`src/rtl/decode_queue_pkg.sv`:
```
// Shared RV32I decode types: mux-select packages and rv32i_types with the control word,
// queue entry and M-extension funct3 encodings used by rv32i_decoder and decode_queue.
package pcmux;
    typedef enum logic [1:0] {
        pc_plus4 = 2'b00,
        alu_out  = 2'b01,
        alu_mod2 = 2'b10
    } pcmux_sel_t;
endpackage

package alumux;
    typedef enum logic {
        rs1_out = 1'b0,
        pc_out  = 1'b1
    } alumux1_sel_t;

    typedef enum logic [2:0] {
        i_imm   = 3'b000,
        u_imm   = 3'b001,
        b_imm   = 3'b010,
        s_imm   = 3'b011,
        j_imm   = 3'b100,
        rs2_out = 3'b101
    } alumux2_sel_t;
endpackage

package cmpmux;
    typedef enum logic {
        rs2_out = 1'b0,
        i_imm   = 1'b1
    } cmpmux_sel_t;
endpackage

package regfilemux;
    typedef enum logic [3:0] {
        alu_out  = 4'b0000,
        br_en    = 4'b0001,
        u_imm    = 4'b0010,
        lw       = 4'b0011,
        pc_plus4 = 4'b0100,
        lb       = 4'b0101,
        lbu      = 4'b0110,
        lh       = 4'b0111,
        lhu      = 4'b1000
    } regfilemux_sel_t;
endpackage

package rv32i_types;
    typedef logic [31:0] rv32i_word;

    typedef enum logic [6:0] {
        op_lui   = 7'b0110111,
        op_auipc = 7'b0010111,
        op_jal   = 7'b1101111,
        op_jalr  = 7'b1100111,
        op_br    = 7'b1100011,
        op_load  = 7'b0000011,
        op_store = 7'b0100011,
        op_imm   = 7'b0010011,
        op_reg   = 7'b0110011
    } rv32i_opcode;

    typedef enum logic [2:0] {
        beq = 3'b000, bne = 3'b001, blt = 3'b100,
        bge = 3'b101, bltu = 3'b110, bgeu = 3'b111
    } branch_funct3_t;

    typedef enum logic [2:0] {
        lb = 3'b000, lh = 3'b001, lw = 3'b010, lbu = 3'b100, lhu = 3'b101
    } load_funct3_t;

    typedef enum logic [2:0] {
        sb = 3'b000, sh = 3'b001, sw = 3'b010
    } store_funct3_t;

    typedef enum logic [2:0] {
        add = 3'b000, sll = 3'b001, slt = 3'b010, sltu = 3'b011,
        axor = 3'b100, sr = 3'b101, aor = 3'b110, aand = 3'b111
    } arith_funct3_t;

    typedef enum logic [2:0] {
        alu_add = 3'b000, alu_sll = 3'b001, alu_sra = 3'b010, alu_sub = 3'b011,
        alu_xor = 3'b100, alu_srl = 3'b101, alu_or = 3'b110, alu_and = 3'b111
    } alu_ops;

    typedef enum logic [2:0] {
        mul = 3'b000, mulh = 3'b001, mulhsu = 3'b010, mulhu = 3'b011,
        div = 3'b100, divu = 3'b101, rem = 3'b110, remu = 3'b111
    } muldiv_funct3_t;

    typedef enum logic [1:0] {
        strong_nt = 2'b00, weak_nt = 2'b01, weak_t = 2'b10, strong_t = 2'b11
    } prediction_t;

    typedef struct packed {
        logic [6:0]                   opcode;
        logic [2:0]                   funct3;
        logic [6:0]                   funct7;
        logic [4:0]                   rs1;
        logic [4:0]                   rs2;
        logic [4:0]                   rd;
        rv32i_word                    i_imm;
        rv32i_word                    s_imm;
        rv32i_word                    b_imm;
        rv32i_word                    u_imm;
        rv32i_word                    j_imm;
        rv32i_word                    pc;
        rv32i_word                    pc_target;
        prediction_t                  prediction;
        alu_ops                       aluop;
        branch_funct3_t               cmpop;
        alumux::alumux1_sel_t         alumux1_sel;
        alumux::alumux2_sel_t         alumux2_sel;
        cmpmux::cmpmux_sel_t          cmpmux_sel;
        regfilemux::regfilemux_sel_t  regfilemux_sel;
        pcmux::pcmux_sel_t            pcmux_sel;
        logic                         load_regfile;
        logic                         mem_read;
        logic                         mem_write;
        logic                         muldiv;
    } rv32i_control_word;

    typedef struct packed {
        rv32i_control_word word;
        logic              trap;
        rv32i_word         instr;
    } decode_entry_t;
endpackage

```
`src/rtl/decode_queue_decoder.sv`:
```
// Combinational RV32I decoder: (instr, pc, pc_target, prediction) -> (control word, trap).
// Define DECODE_RV32M_EN to decode op_reg/funct7=0000001 as M-extension instead of trapping.
module rv32i_decoder
    import rv32i_types::*;
(
    input  rv32i_word         instr,
    input  rv32i_word         pc,
    input  rv32i_word         pc_target,
    input  prediction_t       prediction,
    output rv32i_control_word word,
    output logic              trap
);
    logic [2:0] funct3;
    logic [6:0] funct7;

    assign funct3 = instr[14:12];
    assign funct7 = instr[31:25];

    always_comb begin
        word            = '0;
        trap            = 1'b0;
        word.opcode     = instr[6:0];
        word.funct3     = funct3;
        word.funct7     = funct7;
        word.rs1        = instr[19:15];
        word.rs2        = instr[24:20];
        word.rd         = instr[11:7];
        word.i_imm      = {{21{instr[31]}}, instr[30:20]};
        word.s_imm      = {{21{instr[31]}}, instr[30:25], instr[11:7]};
        word.b_imm      = {{20{instr[31]}}, instr[7], instr[30:25], instr[11:8], 1'b0};
        word.u_imm      = {instr[31:12], 12'h000};
        word.j_imm      = {{12{instr[31]}}, instr[19:12], instr[20], instr[30:21], 1'b0};
        word.pc         = pc;
        word.pc_target  = pc_target;
        word.prediction = prediction;
        word.aluop      = alu_ops'(funct3);

        case (instr[6:0])
            op_lui: begin
                word.load_regfile   = 1'b1;
                word.regfilemux_sel = regfilemux::u_imm;
            end
            op_auipc: begin
                word.alumux1_sel  = alumux::pc_out;
                word.alumux2_sel  = alumux::u_imm;
                word.aluop        = alu_add;
                word.load_regfile = 1'b1;
            end
            op_jal: begin
                word.alumux1_sel    = alumux::pc_out;
                word.alumux2_sel    = alumux::j_imm;
                word.aluop          = alu_add;
                word.pcmux_sel      = pcmux::alu_out;
                word.regfilemux_sel = regfilemux::pc_plus4;
                word.load_regfile   = 1'b1;
            end
            op_jalr: begin
                word.alumux1_sel    = alumux::rs1_out;
                word.alumux2_sel    = alumux::i_imm;
                word.aluop          = alu_add;
                word.pcmux_sel      = pcmux::alu_mod2;
                word.regfilemux_sel = regfilemux::pc_plus4;
                word.load_regfile   = 1'b1;
            end
            op_br: begin
                word.rd          = 5'd0;
                word.alumux1_sel = alumux::pc_out;
                word.alumux2_sel = alumux::b_imm;
                word.aluop       = alu_add;
                word.cmpmux_sel  = cmpmux::rs2_out;
                if (funct3 == 3'b010 || funct3 == 3'b011) trap = 1'b1;
                else word.cmpop = branch_funct3_t'(funct3);
            end
            op_load: begin
                word.alumux2_sel  = alumux::i_imm;
                word.aluop        = alu_add;
                word.mem_read     = 1'b1;
                word.load_regfile = 1'b1;
                case (funct3)
                    lb:      word.regfilemux_sel = regfilemux::lb;
                    lh:      word.regfilemux_sel = regfilemux::lh;
                    lw:      word.regfilemux_sel = regfilemux::lw;
                    lbu:     word.regfilemux_sel = regfilemux::lbu;
                    lhu:     word.regfilemux_sel = regfilemux::lhu;
                    default: trap = 1'b1;
                endcase
            end
            op_store: begin
                word.rd          = 5'd0;
                word.alumux2_sel = alumux::s_imm;
                word.aluop       = alu_add;
                word.mem_write   = 1'b1;
                if (funct3 > 3'b010) trap = 1'b1;
            end
            op_imm: begin
                word.alumux2_sel  = alumux::i_imm;
                word.load_regfile = 1'b1;
                case (funct3)
                    slt: begin
                        word.cmpop          = blt;
                        word.cmpmux_sel     = cmpmux::i_imm;
                        word.regfilemux_sel = regfilemux::br_en;
                    end
                    sltu: begin
                        word.cmpop          = bltu;
                        word.cmpmux_sel     = cmpmux::i_imm;
                        word.regfilemux_sel = regfilemux::br_en;
                    end
                    sr:      word.aluop = funct7[5] ? alu_sra : alu_srl;
                    default: ;
                endcase
            end
            op_reg: begin
                word.alumux2_sel  = alumux::rs2_out;
                word.load_regfile = 1'b1;
                if (funct7 == 7'b0000001) begin
`ifdef DECODE_RV32M_EN
                    word.muldiv = 1'b1;
                    word.aluop  = alu_ops'(muldiv_funct3_t'(funct3));
`else
                    trap = 1'b1;
`endif
                end else begin
                    case (funct3)
                        add:  word.aluop = funct7[5] ? alu_sub : alu_add;
                        sr:   word.aluop = funct7[5] ? alu_sra : alu_srl;
                        slt: begin
                            word.cmpop          = blt;
                            word.cmpmux_sel     = cmpmux::rs2_out;
                            word.regfilemux_sel = regfilemux::br_en;
                        end
                        sltu: begin
                            word.cmpop          = bltu;
                            word.cmpmux_sel     = cmpmux::rs2_out;
                            word.regfilemux_sel = regfilemux::br_en;
                        end
                        default: ;
                    endcase
                end
            end
            default: trap = 1'b1;
        endcase

        // x0 is never written, and a trapping entry must have no architectural side effects.
        if (word.rd == 5'd0) word.load_regfile = 1'b0;
        if (trap) begin
            word.load_regfile = 1'b0;
            word.mem_read     = 1'b0;
            word.mem_write    = 1'b0;
        end
    end
endmodule

```
`src/rtl/decode_queue.sv`:
```
// In-order FIFO of decoded RV32I entries between fetch and issue, with flush and order tag.
// Handshake: a side transfers on a rising edge where its valid && ready are both high.
module decode_queue
    import rv32i_types::*;
#(
    parameter int DEPTH   = 4,
    parameter int ORDER_W = 64
) (
    input  logic                       clk,
    input  logic                       rst,
    input  logic                       flush,
    input  logic                       in_valid,
    output logic                       in_ready,
    input  logic [31:0]                in_instr,
    input  logic [31:0]                in_pc,
    input  logic [31:0]                in_pc_target,
    input  prediction_t                in_prediction,
    output logic                       out_valid,
    input  logic                       out_ready,
    output rv32i_control_word          out_word,
    output logic                       out_trap,
    output logic [31:0]                out_instr,
    output logic [ORDER_W-1:0]         out_order,
    output logic [$clog2(DEPTH+1)-1:0] count
);
    localparam int PTR_W = (DEPTH > 1) ? $clog2(DEPTH) : 1;
    localparam int CNT_W = $clog2(DEPTH + 1);
    localparam logic [CNT_W-1:0] FULL = CNT_W'(DEPTH);

    decode_entry_t      mem [DEPTH];
    decode_entry_t      in_entry;
    logic [PTR_W-1:0]   head_q, tail_q;
    logic [CNT_W-1:0]   count_q;
    logic [ORDER_W-1:0] order_q;
    logic               enq, deq;

    rv32i_decoder u_decoder (
        .instr      (in_instr),
        .pc         (in_pc),
        .pc_target  (in_pc_target),
        .prediction (in_prediction),
        .word       (in_entry.word),
        .trap       (in_entry.trap)
    );
    assign in_entry.instr = in_instr;

    // No pass-through when full: a same-cycle dequeue does not open a slot.
    assign in_ready  = rst && !flush && (count_q != FULL);
    assign out_valid = (count_q != '0);
    assign enq       = in_valid && in_ready;
    assign deq       = out_valid && out_ready;

    assign out_word  = mem[head_q].word;
    assign out_trap  = mem[head_q].trap;
    assign out_instr = mem[head_q].instr;
    assign out_order = order_q;
    assign count     = count_q;

    always_ff @(posedge clk) begin
        if (enq) mem[tail_q] <= in_entry;
    end

    always_ff @(posedge clk or negedge rst) begin
        if (!rst) begin
            head_q  <= '0;
            tail_q  <= '0;
            count_q <= '0;
            order_q <= '0;
        end else begin
            // The order tag survives a flush so the monitor sees a gap-free sequence of dequeues.
            if (deq) order_q <= order_q + ORDER_W'(1);
            if (flush) begin
                head_q  <= '0;
                tail_q  <= '0;
                count_q <= '0;
            end else begin
                if (enq) tail_q <= tail_q + PTR_W'(1);
                if (deq) head_q <= head_q + PTR_W'(1);
                if (enq && !deq)      count_q <= count_q + CNT_W'(1);
                else if (deq && !enq) count_q <= count_q - CNT_W'(1);
            end
        end
    end
endmodule

```
`config.mk`:
```
export PLATFORM = sky130hd
export DESIGN_NAME = decode_queue
export DESIGN_NICKNAME = d
export VERILOG_FILES = /design/src/rtl/decode_queue_pkg.sv /design/src/rtl/decode_queue_decoder.sv /design/src/rtl/decode_queue.sv
export SDC_FILE = /design/constraint.sdc
export NUM_CORES = 1
export LEC_CHECK = 0
export CAP_MARGIN = 20
export CELL_PAD_IN_SITES_DETAIL_PLACEMENT = 1
export CELL_PAD_IN_SITES_GLOBAL_PLACEMENT = 1
export CORE_AREA = 2 2 231 233
export CTS_BUF_LIST = sky130_fd_sc_hd__clkbuf_8
export CTS_CLUSTER_DIAMETER = 100
export DETAILED_ROUTE_END_ITERATION = 10
export DIE_AREA = 0 0 233 235
export PLACE_DENSITY = 0.82
export SLEW_MARGIN = 40
export SYNTH_ARGS = -nofsm -noshare
export SYNTH_HDL_FRONTEND = slang
export SYNTH_SLANG_ARGS = --single-unit
```
`constraint.sdc`:
```
create_clock -name clk -period 5.5 [get_ports clk]
set_input_delay 0.55 -clock clk [delete_from_list [all_inputs] [get_ports clk]]
set_output_delay 0.55 -clock clk [all_outputs]
set_load 0.1 [all_outputs]
```
=== After elaboration in Yosys (flattened, before gate mapping) ===
Memories as Yosys holds them, arrays and structs flattened.
Index checks and enable logic that the tools add are counted.

* $add $sub $neg: 5
* Multipliers: 0
* Divide/modulo/power cells: 0
* $lt $le $gt $ge: 1
* Equality and inequality tests: 16
* Shift operators: 0
* Mux-type cells: 38
* Bitwise gates (word level): 0
* Reduce and logical (&&, ||, !) cells: 24

{| class="wikitable"
|+ Operator list
! kind !! number
|-
| 64-bit by 1-bit adder with 64-bit output (second input constant) || 1
|-
| 4-bit one-hot mux with 5 select lines || 2
|-
| 7-bit by 6-bit equality test with 1-bit output (second input constant) || 3
|-
| 7-bit equality test (second input constant) || 3
|-
| 3-bit two-way mux || 7
|-
| 3-bit one-hot mux with 3 select lines || 2
|-
| 5-bit two-way mux || 3
|-
| 3-bit one-hot mux with 5 select lines || 1
|-
| 7-bit by 5-bit equality test with 1-bit output (second input constant) || 2
|-
| 1-bit two-way mux || 12
|-
| 3-bit one-hot mux with 2 select lines || 2
|-
| 2-bit two-way mux || 5
|-
| 5-bit OR reduction || 2
|-
| 7-bit by 1-bit equality test with 1-bit output (second input constant) || 1
|-
| 7-bit by 2-bit equality test with 1-bit output (second input constant) || 1
|-
| 7-bit OR reduction || 1
|-
| 3-bit by 2-bit equality test with 1-bit output (second input constant) || 2
|-
| 3-bit equality test (second input constant) || 2
|-
| 1-bit logical AND || 6
|-
| 6-bit two-way mux || 1
|-
| 3-bit nonzero test || 2
|-
| 2-bit OR reduction || 3
|-
| 6-bit OR reduction || 1
|-
| 5-bit logical NOT || 1
|-
| other kinds (14) || 18
|}

* Flip-flop bits (word level): 71
* Bits in latches: 0
* Bits in writable memories: 1,188
* Bits in read-only memories: 0
* Bits of input ports: 103
* Output and inout bits: 381
* Word-level logic and storage cells: 89
* Memories kept: 1

{| class="wikitable"
|+ Memories
! name !! depth !! width !! rd ports !! clocked after memory_dff !! wr ports !! line !! text
|-
| mem || 4 || 297 || 1 || 0 || 1 || decode_queue.sv:30 || <nowiki>decode_entry_t mem [DEPTH];</nowiki>
|}

=== Depth between registers and ports, before layout ===
* Word-level depth: 9
* Gate-level depth with buffers: 8
* Depth with buffers taken out: 7

=== Cells and area by module ===
A second synthesis with hierarchy kept.

* Cell total of the unflattened synthesis: 2,297
* Area total of the unflattened synthesis: 50,817.5 um2

{| class="wikitable"
|+ Modules (own cells, without submodules)
! module !! instances !! cells an instance !! area each (um2) !! seq. area each (um2)
|-
| decode_queue || 1 || 1,947 || 48,313.8 || 39,252.6
|-
| rv32i_decoder || 1 || 350 || 2,503.7 || 0.0
|}

=== Worst setup path before layout ===
Ideal clock, no wire load.

* Kind: flip-flop to flip-flop
* Start: register count_q[1], in the netlist count[1]
* End: memory mem[1][100] (netlist bit) (enable)
* Setup time: 0.499 ns
* Data arrival time: 5.821 ns
* Required time: 5.001 ns
* Path slack: -0.820 ns
* Stages on the path, launching flop included: 4
* Path buffers: 0
* Period minus slack after synthesis: 6.320 ns
* Cells stage by stage: dfrtp_1 > nor2_1 > a21oi_1 > and3_1

* Word-level cells in the longest chain between the ends: 5

{| class="wikitable"
|+ RTL lines
! element !! line !! text
|-
| from (decl) || decode_queue.sv:33 || <nowiki>logic [CNT_W-1:0] count_q;</nowiki>
|-
| from (signal assigned) || decode_queue.sv:79 || <nowiki>if (enq && !deq) count_q <= count_q + CNT_W'(1);</nowiki>
|-
| from (signal assigned) || decode_queue.sv:80 || <nowiki>else if (deq && !enq) count_q <= count_q - CNT_W'(1);</nowiki>
|-
| 3-bit inequality test || decode_queue.sv:48 || <nowiki>assign in_ready = rst && !flush && (count_q != FULL);</nowiki>
|-
| 1-bit logical AND || decode_queue.sv:48 ||
|-
| named net in_ready || decode_queue.sv:13 || <nowiki>output logic in_ready,</nowiki>
|-
| 1-bit logical AND || decode_queue.sv:50 || <nowiki>assign enq = in_valid && in_ready;</nowiki>
|-
| 1-bit two-way mux || decode_queue.sv:60 || <nowiki>if (enq) mem[tail_q] <= in_entry;</nowiki>
|-
| 1-bit two-way mux (implied by the code) || decode_queue.sv:60 ||
|-
| to (decl) || decode_queue.sv:30 ||
|}

The timed path passes the listed nets, and every way through them passes these cells.

==> impl_metrics.json <==
{
  "status": "finished, final reports clean",
  "core.rowCount": 84,
  "drt_iter0_markers": 740,
  "clk_latency_ns": 0.67,
  "ys.flop_type": "edfxtp_1",
  "die_area_um2": 54800,
  "ctsHoldBuffers": 0,
  "path_clk_slew_ns": 0.06,
  "clockRootBuffer": "clkbuf_8",
  "max_freq_mhz": 286,
  "dp_hpwl_mm": 36.8,
  "overflow": 0,
  "worst_path_max_delay_cell": "dfrtp_4",
  "crit_buf_inv": 2,
  "viasPerCell": 5.23,
  "route.vias.total": 12500,
  "areaGrowthSynthToFinish_pct": 17.6,
  "cpLargestDelayFamily": "buffers and inverters",
  "path_cells": "buf_4, mux4_2, buf_2",
  "end_kind": "output port",
  "synth_area_leaders": "edfxtp_1, mux4_2, dfrtp_1, buf_4, xnor2_1",
  "syn-instance-count": 1254,
  "cp.arrival_ns": 2.95,
  "async_flop_share_pct": 12.5,
  "dpl-instance-area_um2": 25700,
  "cts_tree": "built",
  "drive_above_1_share_pct": 38.8,
  "final_cell_area_um2": 27300,
  "detail_route.wl_per_cell_um": 23.3,
  "synth_seq_cells": 567,
  "final-setup-viol-count": 0,
  "final.min_clock_period_ns": 3.50,
  "dr.pass1.iters": 5,
  "die_y_um": 235,
  "cts_made_buffers": 92,
  "tns_ns": 0,
  "cts.repair.resized": 0,
  "worst_path_largest_cell_delay_ns": 0.76,
  "synth_top_area_share_pct": 64.1,
  "drv_cap": 0,
  "die_w_um": 233,
  "min_path_type": "primary input to async pin",
  "yosys_warnings": 0,
  "grt_usage_pct": 20.2,
  "relSlewSlack_pct": 44.6,
  "place_congestion": 0.851,
  "critPathRequiredTime_ns": 4.95,
  "syn_area_um2": 23200,
  "syn_area_per_cell_um2": 18.5,
  "period_share_pct": 63.6,
  "maxSlewViolCount": 0,
  "clock_path_buffers": 3,
  "timing_worst_slew_pin_value_ns": 0.822,
  "finalWirelength_mm": 55.5,
  "port_buffers": 468,
  "num_io_pins": 484,
  "finalHoldViolations": 0,
  "synth_cell_types": 54,
  "htree_num_levels": 3,
  "antenna_found_initial": 4,
  "drtAntennaViolNets": 0,
  "fillers": 5013,
  "ys_seq_area_share_pct": 71.7,
  "cts_sinks": 567,
  "skew_ns": 0.0277,
  "start_util_pct": 44.5,
  "worst_setup_path_start_kind": "flop",
  "grt_pass1_vias": 12900,
  "remaining_drc_errors": 0,
  "synth_top_area_cell": "edfxtp_1",
  "rsz0062_at_grt": "false",
  "core-area_um2": 52200,
  "cp_max_fo": 33,
  "post_cts_buffers": 0,
  "layout.nets": 1728,
  "grt_pass1_wl_mm": 82.4,
  "grt_max_degree": 104,
  "path_class": "flop to output port",
  "synth_edf_count": 496
}
==> path summary, 6_finish.rpt <==
| path | depth (start not counted) | from | slack (ns) | endpoint |
|---|---|---|---|---|
| max in group asynchronous | 2 | rst | 4.86 | head_q[1] |
| setup reg to reg | 4 | count[0] | 2.81 | mem[0][273] |
| setup / recovery | 3 | head_q[1] | 2.00 | out_word[94] |
| hold reg to reg | 1 | out_order[63] | 0.48 | out_order[63] |
| hold / removal | 2 | rst | 0.1 | out_order[53] |
| min in group clk | 1 | in_instr[5] | 0.38 | mem[3][295] |
==> layout by cell type (no fill, tap or decap), drive strengths merged, types with 5 or more instances in the layout <==
master and count:
edfxtp 496, buf 386, mux4 124, clkdlybuf4s50 100
clkbuf 98, dfrtp 71, inv 52, nor2 41
xnor2 39, nand2 38, nor3 31, xor2 29
nand3 26, clkinv 25, nand4 20, conb 15
and3 12, nor4 12, nor2b 8, nand2b 6
a21oi 5, ha 5, or3 5
==> logic make-up (layout without fill, tap and decap cells) <==
kind of cell | count (synthesis) | count (layout) | share of synthesized area [%]
DFF | 567 | 567 | 71.7
other | 1 | 19 | 0.0161
and+or+nand+nor | 212 | 212 | 5.13
buffers and inverters | 244 | 665 | 7.08
xor gates and xnor gates | 68 | 68 | 2.60
adders and majority gates | 6 | 6 | 0.355
muxes | 128 | 128 | 12.2
AOI/OAI and AO/OA | 28 | 28 | 0.878
==> layer usage <==
layer | track usage (%) | part of all wire (%) | vias up
li1 | - | - | 5420
met1 | 24.4 | 39 | 6478
met2 | 35.0 | 53 | 468
met3 | 4.68 | 5.9 | 87
met4 | 7.82 | 2.8 | 0
met5 | 0 | 0 | -
==> worst register-to-register path: cells and delay by family, from the launching register on <==
kind,cells,cell delay [ns]
simple gates,2,0.81
buf+inv,1,0.53
flops,1,0.48
compound gates,1,0.38
==> per-stage QoR <==
step | hold WS, ns | instances | worst slack [ns] | util, %
after global routing | 0.106 | 2381 | 1.83 | 52.3
final | 0.0977 | 2381 | 2.00 | 52.3
after CTS | 0.0643 | 2377 | 1.83 | 52.3
after global placement | 0.465 | 2212 | 1.72 | 52.6
after floorplan | 0.254 | 1268 | 0.518 | -
after detailed placement | 0.465 | 2213 | 1.98 | 49.1
==> layout make-up <==
class	count	area, µm²	share of cell area [%]
multi-input cells	457	5010	18.3
repair buffers	486	3060	11.2
well taps	688	861	3.15
inverters	15	56.3	0.206
flip-flops and latches	567	16700	61.0
diodes	4	10.0	0.0366
clock inverters	66	302	1.10
clock buffers	98	1350	4.94
==> registers in the layout (all words and copies together) (netlist names) <==
signal and count:
mem 496, out_order 64, count 3, head_q 2, tail_q 2
==> synthesized netlist by cell type (5+ instances only) <==
master    count
nor4_1        9
nand3_1      25
a21oi_1       5
and3_1       12
buf_4       189
mux4_2      124
xnor2_1      38
ha_1          5
nand2b_1      6
nor2b_1       8
xor2_1       29
nand2_1      38
clkbuf_1     25
edfxtp_1    496
buf_2        10
dfrtp_1      71
nor2_1       41
nand4_1      17
inv_1        15
nor3_1       22
nor3_2        8
Power is not shown: default switching activity piles up to over one toggle a cycle in this logic, so the estimate is an artifact.
